<file path="config.mk">
export PLATFORM = sky130hd
export DESIGN_NAME = vgm_fm_seq
export DESIGN_NICKNAME = d
export VERILOG_FILES = /design/src/rtl/vgm_fm_seq.sv
export SDC_FILE = /design/constraint.sdc
export NUM_CORES = 1
export LEC_CHECK = 0
export ABC_CLOCK_PERIOD_IN_PS = 2160
export CORE_MARGIN = 10
export CORE_UTILIZATION = 52
export CTS_CLUSTER_DIAMETER = 150
export DETAILED_ROUTE_END_ITERATION = 7
export GPL_TIMING_DRIVEN = 0
export PLACE_DENSITY = 0.84
export SLEW_MARGIN = 10
export SYNTH_ARGS = -nofsm -noshare
export SYNTH_HDL_FRONTEND = slang
export SYNTH_SLANG_ARGS = --single-unit
</file>
<file path="constraint.sdc">
create_clock -name clk -period 2.16 [get_ports clk]
set_clock_uncertainty 0.1 [all_clocks]
set_input_delay 0.54 -clock clk [delete_from_list [all_inputs] [get_ports clk]]
set_output_delay 0.54 -clock clk [all_outputs]
set_load 0.02 [all_outputs]
</file>
<file path="src/rtl/vgm_fm_seq.sv">
// VGM command sequencer: parses a VGM byte stream and turns register-write
// opcodes into spaced jt10 bus cycles, times wait opcodes against the
// 44.1 kHz sample strobe, and stops on end-of-stream or an unknown opcode.
module vgm_fm_seq #(
    parameter int WR_GAP = 8,
    parameter int WAIT_W = 16
) (
    input  logic       clk,
    input  logic       rst,
    input  logic       cen,
    input  logic       start,
    input  logic [7:0] st_data,
    input  logic       st_valid,
    output logic       st_ready,
    input  logic       sample_tick,
    output logic [1:0] fm_addr,
    output logic [7:0] fm_din,
    output logic       fm_wr_n,
    output logic       busy,
    output logic       done,
    output logic       bad_cmd
);

    typedef enum logic [3:0] {
        IDLE,
        FETCH_CMD,
        FETCH_ARG,
        WR_ADDR,
        GAP_A,
        WR_DATA,
        GAP_D,
        WAIT,
        DONE
    } state_t;

    localparam int GAP_W = (WR_GAP > 1) ? $clog2(WR_GAP) : 1;
    localparam logic [GAP_W-1:0] GAP_LAST = GAP_W'(WR_GAP - 1);

    state_t            state, state_nxt;
    logic              st_ready_nxt;
    logic [1:0]        fm_addr_nxt;
    logic [7:0]        fm_din_nxt;
    logic              fm_wr_n_nxt;
    logic              busy_nxt;
    logic              done_nxt;
    logic              bad_cmd_nxt;
    logic [WAIT_W-1:0] wait_cnt, wait_cnt_nxt;
    logic [GAP_W-1:0]  gap_cnt, gap_cnt_nxt;
    logic              arg_cnt, arg_cnt_nxt;
    logic              port, port_nxt;
    logic              is_wait, is_wait_nxt;
    logic [7:0]        arg0, arg0_nxt;
    logic [7:0]        val, val_nxt;
    logic              take;

    assign take = st_valid && st_ready;

    // Control state and bus outputs; everything returns to idle values on rst.
    always_ff @(posedge clk) begin
        if (rst) begin
            state    <= IDLE;
            st_ready <= 1'b0;
            fm_addr  <= 2'd0;
            fm_din   <= 8'd0;
            fm_wr_n  <= 1'b1;
            busy     <= 1'b0;
            done     <= 1'b0;
            bad_cmd  <= 1'b0;
            wait_cnt <= '0;
            gap_cnt  <= '0;
            arg_cnt  <= 1'b0;
            port     <= 1'b0;
            is_wait  <= 1'b0;
        end else begin
            state    <= state_nxt;
            st_ready <= st_ready_nxt;
            fm_addr  <= fm_addr_nxt;
            fm_din   <= fm_din_nxt;
            fm_wr_n  <= fm_wr_n_nxt;
            busy     <= busy_nxt;
            done     <= done_nxt;
            bad_cmd  <= bad_cmd_nxt;
            wait_cnt <= wait_cnt_nxt;
            gap_cnt  <= gap_cnt_nxt;
            arg_cnt  <= arg_cnt_nxt;
            port     <= port_nxt;
            is_wait  <= is_wait_nxt;
        end
    end

    // Argument bytes are pure data and are always overwritten before use.
    always_ff @(posedge clk) begin
        arg0 <= arg0_nxt;
        val  <= val_nxt;
    end

    // Next-state decode: opcode parsing, write sequencing and wait timing.
    always_comb begin
        state_nxt    = state;
        fm_addr_nxt  = fm_addr;
        fm_din_nxt   = fm_din;
        fm_wr_n_nxt  = fm_wr_n;
        busy_nxt     = busy;
        done_nxt     = done;
        bad_cmd_nxt  = bad_cmd;
        wait_cnt_nxt = wait_cnt;
        gap_cnt_nxt  = gap_cnt;
        arg_cnt_nxt  = arg_cnt;
        port_nxt     = port;
        is_wait_nxt  = is_wait;
        arg0_nxt     = arg0;
        val_nxt      = val;

        case (state)
            IDLE, DONE: begin
                if (start) begin
                    state_nxt   = FETCH_CMD;
                    done_nxt    = 1'b0;
                    bad_cmd_nxt = 1'b0;
                    busy_nxt    = 1'b1;
                end
            end
            FETCH_CMD: begin
                if (take) begin
                    arg_cnt_nxt = 1'b0;
                    case (st_data)
                        8'h58, 8'h59: begin
                            port_nxt    = st_data[0];
                            is_wait_nxt = 1'b0;
                            state_nxt   = FETCH_ARG;
                        end
                        8'h61: begin
                            is_wait_nxt = 1'b1;
                            state_nxt   = FETCH_ARG;
                        end
                        8'h62: begin
                            wait_cnt_nxt = WAIT_W'(735);
                            state_nxt    = WAIT;
                        end
                        8'h63: begin
                            wait_cnt_nxt = WAIT_W'(882);
                            state_nxt    = WAIT;
                        end
                        8'h66: begin
                            done_nxt  = 1'b1;
                            busy_nxt  = 1'b0;
                            state_nxt = DONE;
                        end
                        default: begin
                            if (st_data[7:4] == 4'h7) begin
                                wait_cnt_nxt = WAIT_W'(st_data[3:0]) + WAIT_W'(1);
                                state_nxt    = WAIT;
                            end else begin
                                bad_cmd_nxt = 1'b1;
                                busy_nxt    = 1'b0;
                                state_nxt   = DONE;
                            end
                        end
                    endcase
                end
            end
            FETCH_ARG: begin
                if (take) begin
                    if (!arg_cnt) begin
                        arg0_nxt    = st_data;
                        arg_cnt_nxt = 1'b1;
                    end else if (is_wait) begin
                        // Little-endian: arg0 holds the low byte.
                        if ({st_data, arg0} == 16'd0) begin
                            state_nxt = FETCH_CMD;
                        end else begin
                            wait_cnt_nxt = WAIT_W'({st_data, arg0});
                            state_nxt    = WAIT;
                        end
                    end else begin
                        val_nxt     = st_data;
                        fm_addr_nxt = {port, 1'b0};
                        fm_din_nxt  = arg0;
                        fm_wr_n_nxt = 1'b0;
                        state_nxt   = WR_ADDR;
                    end
                end
            end
            WR_ADDR: begin
                // jt10 samples the bus on this cen edge; release strobe with it.
                if (cen) begin
                    fm_wr_n_nxt = 1'b1;
                    gap_cnt_nxt = '0;
                    state_nxt   = GAP_A;
                end
            end
            GAP_A: begin
                if (cen) begin
                    if (gap_cnt == GAP_LAST) begin
                        fm_addr_nxt = {port, 1'b1};
                        fm_din_nxt  = val;
                        fm_wr_n_nxt = 1'b0;
                        state_nxt   = WR_DATA;
                    end else begin
                        gap_cnt_nxt = gap_cnt + GAP_W'(1);
                    end
                end
            end
            WR_DATA: begin
                if (cen) begin
                    fm_wr_n_nxt = 1'b1;
                    gap_cnt_nxt = '0;
                    state_nxt   = GAP_D;
                end
            end
            GAP_D: begin
                if (cen) begin
                    if (gap_cnt == GAP_LAST) begin
                        state_nxt = FETCH_CMD;
                    end else begin
                        gap_cnt_nxt = gap_cnt + GAP_W'(1);
                    end
                end
            end
            WAIT: begin
                // Leaving on the tick that consumes the last sample gives exactly N ticks.
                if (sample_tick) begin
                    wait_cnt_nxt = wait_cnt - WAIT_W'(1);
                    if (wait_cnt == WAIT_W'(1)) begin
                        state_nxt = FETCH_CMD;
                    end
                end
            end
            default: begin
                state_nxt = IDLE;
            end
        endcase

        st_ready_nxt = (state_nxt == FETCH_CMD) || (state_nxt == FETCH_ARG);
    end

endmodule
</file>
==> metrics.txt, run 1 <==
vias per cell 6.74; fin nets 450; Slowest-stage cell, CP or4b_1; commonest non-fill, non-tap cells in the layout nor2_1, dfxtp_1, buf_4; met3 usage 0.0482; Max Slew Vio Count 0; R2R Setup Slk -200 ps; HPWL Detailed between 6 and 7 mm; Top FF cell, synth dfxtp_1; met2 usage 0.291; Filler Cells Inserted ~400; GRT Max-Usage Layer met2; P_leak about 1.5 nW; Yosys top cell area share 0.255; fin area 0.00442 mm^2; DRT Wirelength around 11 mm; RSZ-0062 raised after global routing yes; CTS root buf clkbuf_8; die area between 0.009 and 0.01 mm^2; Worst-Margin Slew between 600 and 700 ps; GPL Wtd Cong about 0.95; Worst setup EP type flop; status finished with violations; initial antenna violation count 0; Tcrit/Tclk final 1.09; top post-synthesis cells by area dfxtp_1, edfxtp_1, nor2_1; CP Buf/Inv Count 0; commonest non-fill, non-tap cell in the layout nor2_1; CTS tree yes; chip height 98.6 um; Setup-failing EPs final 16; synth warn 0; clk slew on worst S/H paths around 70 ps; Die Wd a little under 100 um; latest clock arrival within the worst-skew pair about 360 ps; gr ovfl total 0; area grow syn2layout 37.5%; Critical Path Max Stage Delay around 500 ps; Num CTS Buffers 9; number of max-cap violations 0; Max IR drop VDD just over 0.0005 V; pin count of the biggest net entering global routing 12; post-synth top area cell dfxtp_1; Worst EP arrival about 2600 ps; clock buffer depth 2; GR met1 Demand/Resource 0.240; diode count 0; EDFF count, synth 16; Worst EP required between 2000 and 2500 ps; initial core utilization 0.540; Total Routing Usage GR 0.189; vias around 3400; worst path cell trace nor4_2 -> nand4_1 -> and3_1 -> a211o_1 -> or4b_1 -> a21oi_2; mean area per synthesized cell approximately 9.0 um^2; first-pass GRT wire length about 15 mm; Core Region ~0.0060 mm^2; FP Rows 28; I/O pins 29; dpl cell area about 0.0037 mm^2; Hold WS about 320 ps; Hold WC Path Type input pin to flop; synthesized instance count 358; kind of cell adding the most delay to the critical path simple AND/OR/NAND/NOR gates; sequential element share of the synthesized area 0.405; CP max FO 3; DR pass1 iterations 7; IO Port Bufs 27; initial DRC count roughly 530; DRC Markers 0; Slew HR 0.589; # clock sinks between 50 and 60; number of global-route vias before repair 3003; Max Clk Rate 423 MHz; Tmin final 2360 ps; H-tree levels 3; failing checks setup timing; Syn Std Cell Area 0.00322 mm^2; startpoint class of the critical path flop; DR WL/cell between 20 and 25 um; Final Hold Viols 0; post-synth net total 380; post-synthesis cell type count 66; layout cells sized above 1 0.291; total power draw roughly 2.4 mW; critical path class flop to flop; FF+latch count, synth 57; Async SR Flop Fraction 0; worst setup margin -203 ps; post-route ant nets 0; CTS hold repair buffers 0; Pwr per Cell Area about 550 mW/mm^2
==> kinds of logic after synthesis <==
group           count (synthesis)  share of synthesized area
simple gates                  145                      0.254
flops                          57                      0.405
mux                            10                     0.0311
compound gates                105                      0.226
fa+ha+maj                       9                     0.0342
buf+inv                        28                     0.0385
xor+xnor                        4                     0.0109
==> sequential cells by signal, indices dropped and copies added (netlist names), 2 cells and up <==
register  cells
fm_din        8
arg0          8
gap_cnt       3
state         4
val           8
wait_cnt     16
fm_addr       2
==> area by class of cell <==
| cell class | instances | area [um^2] | share of cell area |
|---|---|---|---|
| multi-input cells | 274 | 2140 | 0.485 |
| well taps | 75 | 93.8 | 0.0212 |
| clock buffers | 9 | 124 | 0.0280 |
| flip-flops and latches | 57 | 1310 | 0.297 |
| repair buffers | 61 | 507 | 0.115 |
| plain buffers | 18 | 138 | 0.0311 |
| inverters | 7 | 28.8 | 0.00651 |
| clock inverters | 7 | 71.3 | 0.0161 |
==> worst paths after layout <==
| path | start | end | depth (start not counted) |
|---|---|---|---|
| max | arg0[0]$_DFFE_PP_ | st_ready$_SDFF_PP0_ | 6 |
| min | st_data[3] | val[3]$_DFFE_PP_ | 1 |
| max reg2reg | arg0[0]$_DFFE_PP_ | st_ready$_SDFF_PP0_ | 6 |
| min reg2reg | port$_SDFFE_PP0P_ | port$_SDFFE_PP0P_ | 2 |
==> report_power, final <==
part / leakage (nW) / total (mW) / internal [mW] / switching [mW]
Clock: 0.0912 / 1.01 / 0.529 / 0.477
Combinational: 0.944 / 0.304 / 0.122 / 0.182
Sequential: 0.478 / 1.12 / 1.11 / 0.0136
==> what timing repair did <==
item	CTS	global route
cloned	1	3
setup buffers	13	18
gates resized for setup	80	57
endpoints found under the setup margin	43	37
pin swaps	14	17
==> cell usage after synthesis (all sizes together) (6+ instances only) <==
cell and instances:
a211oi 13, a21o 6, a21oi 24, a22oi 7, and3 6, buf 10, clkbuf 11, dfxtp 41
edfxtp 16, ha 8, inv 7, mux2i 10, nand2 13, nand2b 7, nand3 12, nor2 49
nor2b 6, nor3 13, nor4 7, o21ai 21, o31ai 6
==> routing by layer <==
layer / wire length [um] / vias to the layer above
li1: - / 1495
met1: 4320 / 1596
met2: 5080 / 262
met3: 1050 / 70
met4: 607 / 0
met5: 0 / -
==> per-stage QoR <==
step | TNS [ps] | util | setup slack (ps) | std cells
floorplan | -663 | - | -85.3 | 358
global placement | -31320 | 0.615 | -1090 | 460
detailed placement | -32410 | 0.615 | -1080 | 460
CTS | -582 | 0.692 | -45.6 | 487
global route | -3310 | 0.742 | -292 | 508
finish | -1170 | 0.742 | -203 | 508
No activity file was read; power rests on OpenSTA's default activity.
==> run 2, diff against run 1 <==
--- a/config.mk
+++ b/config.mk
@@ -6,6 +6,7 @@
 export NUM_CORES = 1
 export LEC_CHECK = 0
 export ABC_CLOCK_PERIOD_IN_PS = 2160
+export CORE_ASPECT_RATIO = 1.25
 export CORE_MARGIN = 10
 export CORE_UTILIZATION = 52
 export CTS_CLUSTER_DIAMETER = 150
@@ -16,3 +17,4 @@
 export SYNTH_ARGS = -nofsm -noshare
 export SYNTH_HDL_FRONTEND = slang
 export SYNTH_SLANG_ARGS = --single-unit
+export TNS_END_PERCENT = 1
==> metrics.txt, run 2 (same netlist as run 1, synthesis figures left out) <==
Worst EP required 2330 ps (was 2340 ps); Hold WC Path Type input pin to flop (unchanged); initial core utilization 0.528 (was 0.540); area grow syn2layout 32.6% (was 37.5%); diode count 0 (unchanged); FP Rows 32 (was 28); startpoint class of the critical path flop (unchanged); Critical R2R Capture st_ready$_SDFF_PP0_ (unchanged); DR WL/cell 20.5 um (was 21.8 um); Tcrit/Tclk final 1.06 (was 1.09); Worst EP arrival 2470 ps (was 2550 ps); hold path start st_data[1] (was st_data[3]); R2R Setup Slk -140 ps (was -200 ps); Most flops, register wait_cnt (unchanged); Die Wd 90.3 um (was 98.6 um); DRC Markers 0 (unchanged); Max Slew Vio Count 0 (unchanged); total power draw 2.40 mW (was 2.43 mW); Num CTS Buffers 9 (unchanged); worst hold endpoint val[1]$_DFFE_PP_ (was val[3]$_DFFE_PP_); failing checks setup timing (unchanged); latest clock arrival within the worst-skew pair 350 ps (was 360 ps); chip height 108 um (was 98.6 um); clk slew on worst S/H paths 70 ps (about the same); first-pass GRT wire length 16.5 mm (was 15.1 mm); layout cells sized above 1 0.245 (was 0.291); Setup TNS Final -695 ps (was -1170 ps); # clock sinks 57 (unchanged); I/O pins 29 (unchanged); CTS tree yes (unchanged); clock buffer depth 2 (unchanged); status finished with violations (unchanged); Slew HR 0.578 (was 0.589); RSZ-0062 raised after global routing yes (unchanged); Worst setup EP type flop (unchanged); Hold Path Stages 1 (unchanged); Filler Cells Inserted 465 (was 403); DRT Wirelength 10.4 mm (was 11.1 mm); Pwr per Cell Area 563 mW/mm^2 (was 550 mW/mm^2); initial antenna violation count 0 (unchanged); Tmin final 2300 ps (was 2360 ps); Reg2Reg Depth 6 (unchanged); commonest non-fill, non-tap cells in the layout nor2_1, dfxtp_1, buf_4 (unchanged); commonest non-fill, non-tap cell in the layout nor2_1 (unchanged); HPWL Detailed 6.50 mm (was 6.55 mm); Total Routing Usage GR 0.211 (was 0.189); Core Region 0.00609 mm^2 (was 0.00596 mm^2); fin nets 441 (was 450); DR pass1 iterations 6 (was 7); Max Clk Rate 435 MHz (was 423 MHz); CP max FO 3 (unchanged); worst r2r src arg0[2]$_DFFE_PP_ (was arg0[0]$_DFFE_PP_); critical path class flop to flop (unchanged); CTS root buf clkbuf_8 (unchanged); number of max-cap violations 0 (unchanged); max FFs per register 16 (unchanged); vias 3340 (was 3423); GPL Wtd Cong 0.940 (was 0.949); CTS hold repair buffers 0 (unchanged); pin count of the biggest net entering global routing 12 (unchanged); Worst-Margin Slew 633 ps (was 601 ps); Max IR drop VDD 0.000425 V (was 0.000517 V); P_leak 1.45 nW (was 1.51 nW); gr ovfl total 0 (unchanged); initial DRC count 434 (was 531); worst setup margin -139 ps (was -203 ps); H-tree levels 3 (unchanged); Final Hold Viols 0 (unchanged); IO Port Bufs 27 (unchanged); vias per cell 6.56 (was 6.74); die area 0.00975 mm^2 (was 0.00973 mm^2); Setup-failing EPs final 17 (was 16); post-route ant nets 0 (unchanged); number of global-route vias before repair 3222 (was 3003)
run 2: changes by cell type in the layout (fill, tap and decap cells not counted), moves of 3 or more:
cell	change
o21ai_0	+4
buf_4	-8
a211oi_2	+3
ha_4	-3
run 2: layout make-up:
| type | instances | area, um^2 | area share |
|---|---|---|---|
| Buffer | 19 | 140 | 0.0329 |
| Clock buffer | 9 | 124 | 0.0290 |
| Clock inverter | 7 | 70.1 | 0.0164 |
| Inverter | 7 | 28.8 | 0.00675 |
| Multi-Input combinational cell | 273 | 2030 | 0.475 |
| Sequential cell | 57 | 1310 | 0.306 |
| Tap cell | 85 | 106 | 0.0249 |
| Timing Repair Buffer | 52 | 462 | 0.108 |
run 2: where the power goes:
part           switching, mW  internal, mW
logic                  0.169         0.115
clock network          0.468         0.530
registers             0.0119          1.11
run 2: worst max-delay path by stage:
stage	slack, ps	startpoint	endpoint
2_1_floorplan	-90	st_data[2]	st_ready$_SDFF_PP0_
3_3_place_gp	-1110	st_data[7]	wait_cnt[8]$_SDFFE_PP0P_
3_5_place_dp	-1170	st_data[0]	st_ready$_SDFF_PP0_
4_1_cts	-60	arg0[5]$_DFFE_PP_	st_ready$_SDFF_PP0_
5_1_grt	-240	arg0[2]$_DFFE_PP_	st_ready$_SDFF_PP0_
6_report	-140	arg0[2]$_DFFE_PP_	st_ready$_SDFF_PP0_
run 2: stage by stage:
step	area (um^2)	setup slack, ps	util	std cells	hold slack, ps
2_1_floorplan	3290	-85.3	-	358	336
4_1_cts	4170	-64.7	0.685	506	303
3_3_place_gp	3660	-1110	0.602	470	346
6_report	4260	-139	0.701	509	318
3_5_place_dp	3660	-1170	0.602	470	373
5_1_grt	4260	-242	0.701	509	312
run 2: routing by layer:
layer | wire [um] | global-route usage | vias to the layer above
met4 | 656 | 0.157 | 0
met5 | 0 | 0 | -
li1 | - | - | 1472
met1 | 3720 | 0.222 | 1547
met2 | 5190 | 0.361 | 243
met3 | 860 | 0.0551 | 78
run 2: what timing repair did:
item / in CTS / in global routing
setup endpoints to repair: 45 / 36
pin swaps: 17 / 7
buffers inserted: 21 / 3
cloned: 1 / 0
gates resized for setup: 86 / 23
run 2: critical path, stage by stage, from the launching register on:
cell and delay (ps):
edfxtp_1 460, nor4_4 330, nand4_1 210, and3_1 250
a211o_1 260, or4b_4 520, a21oi_2 110
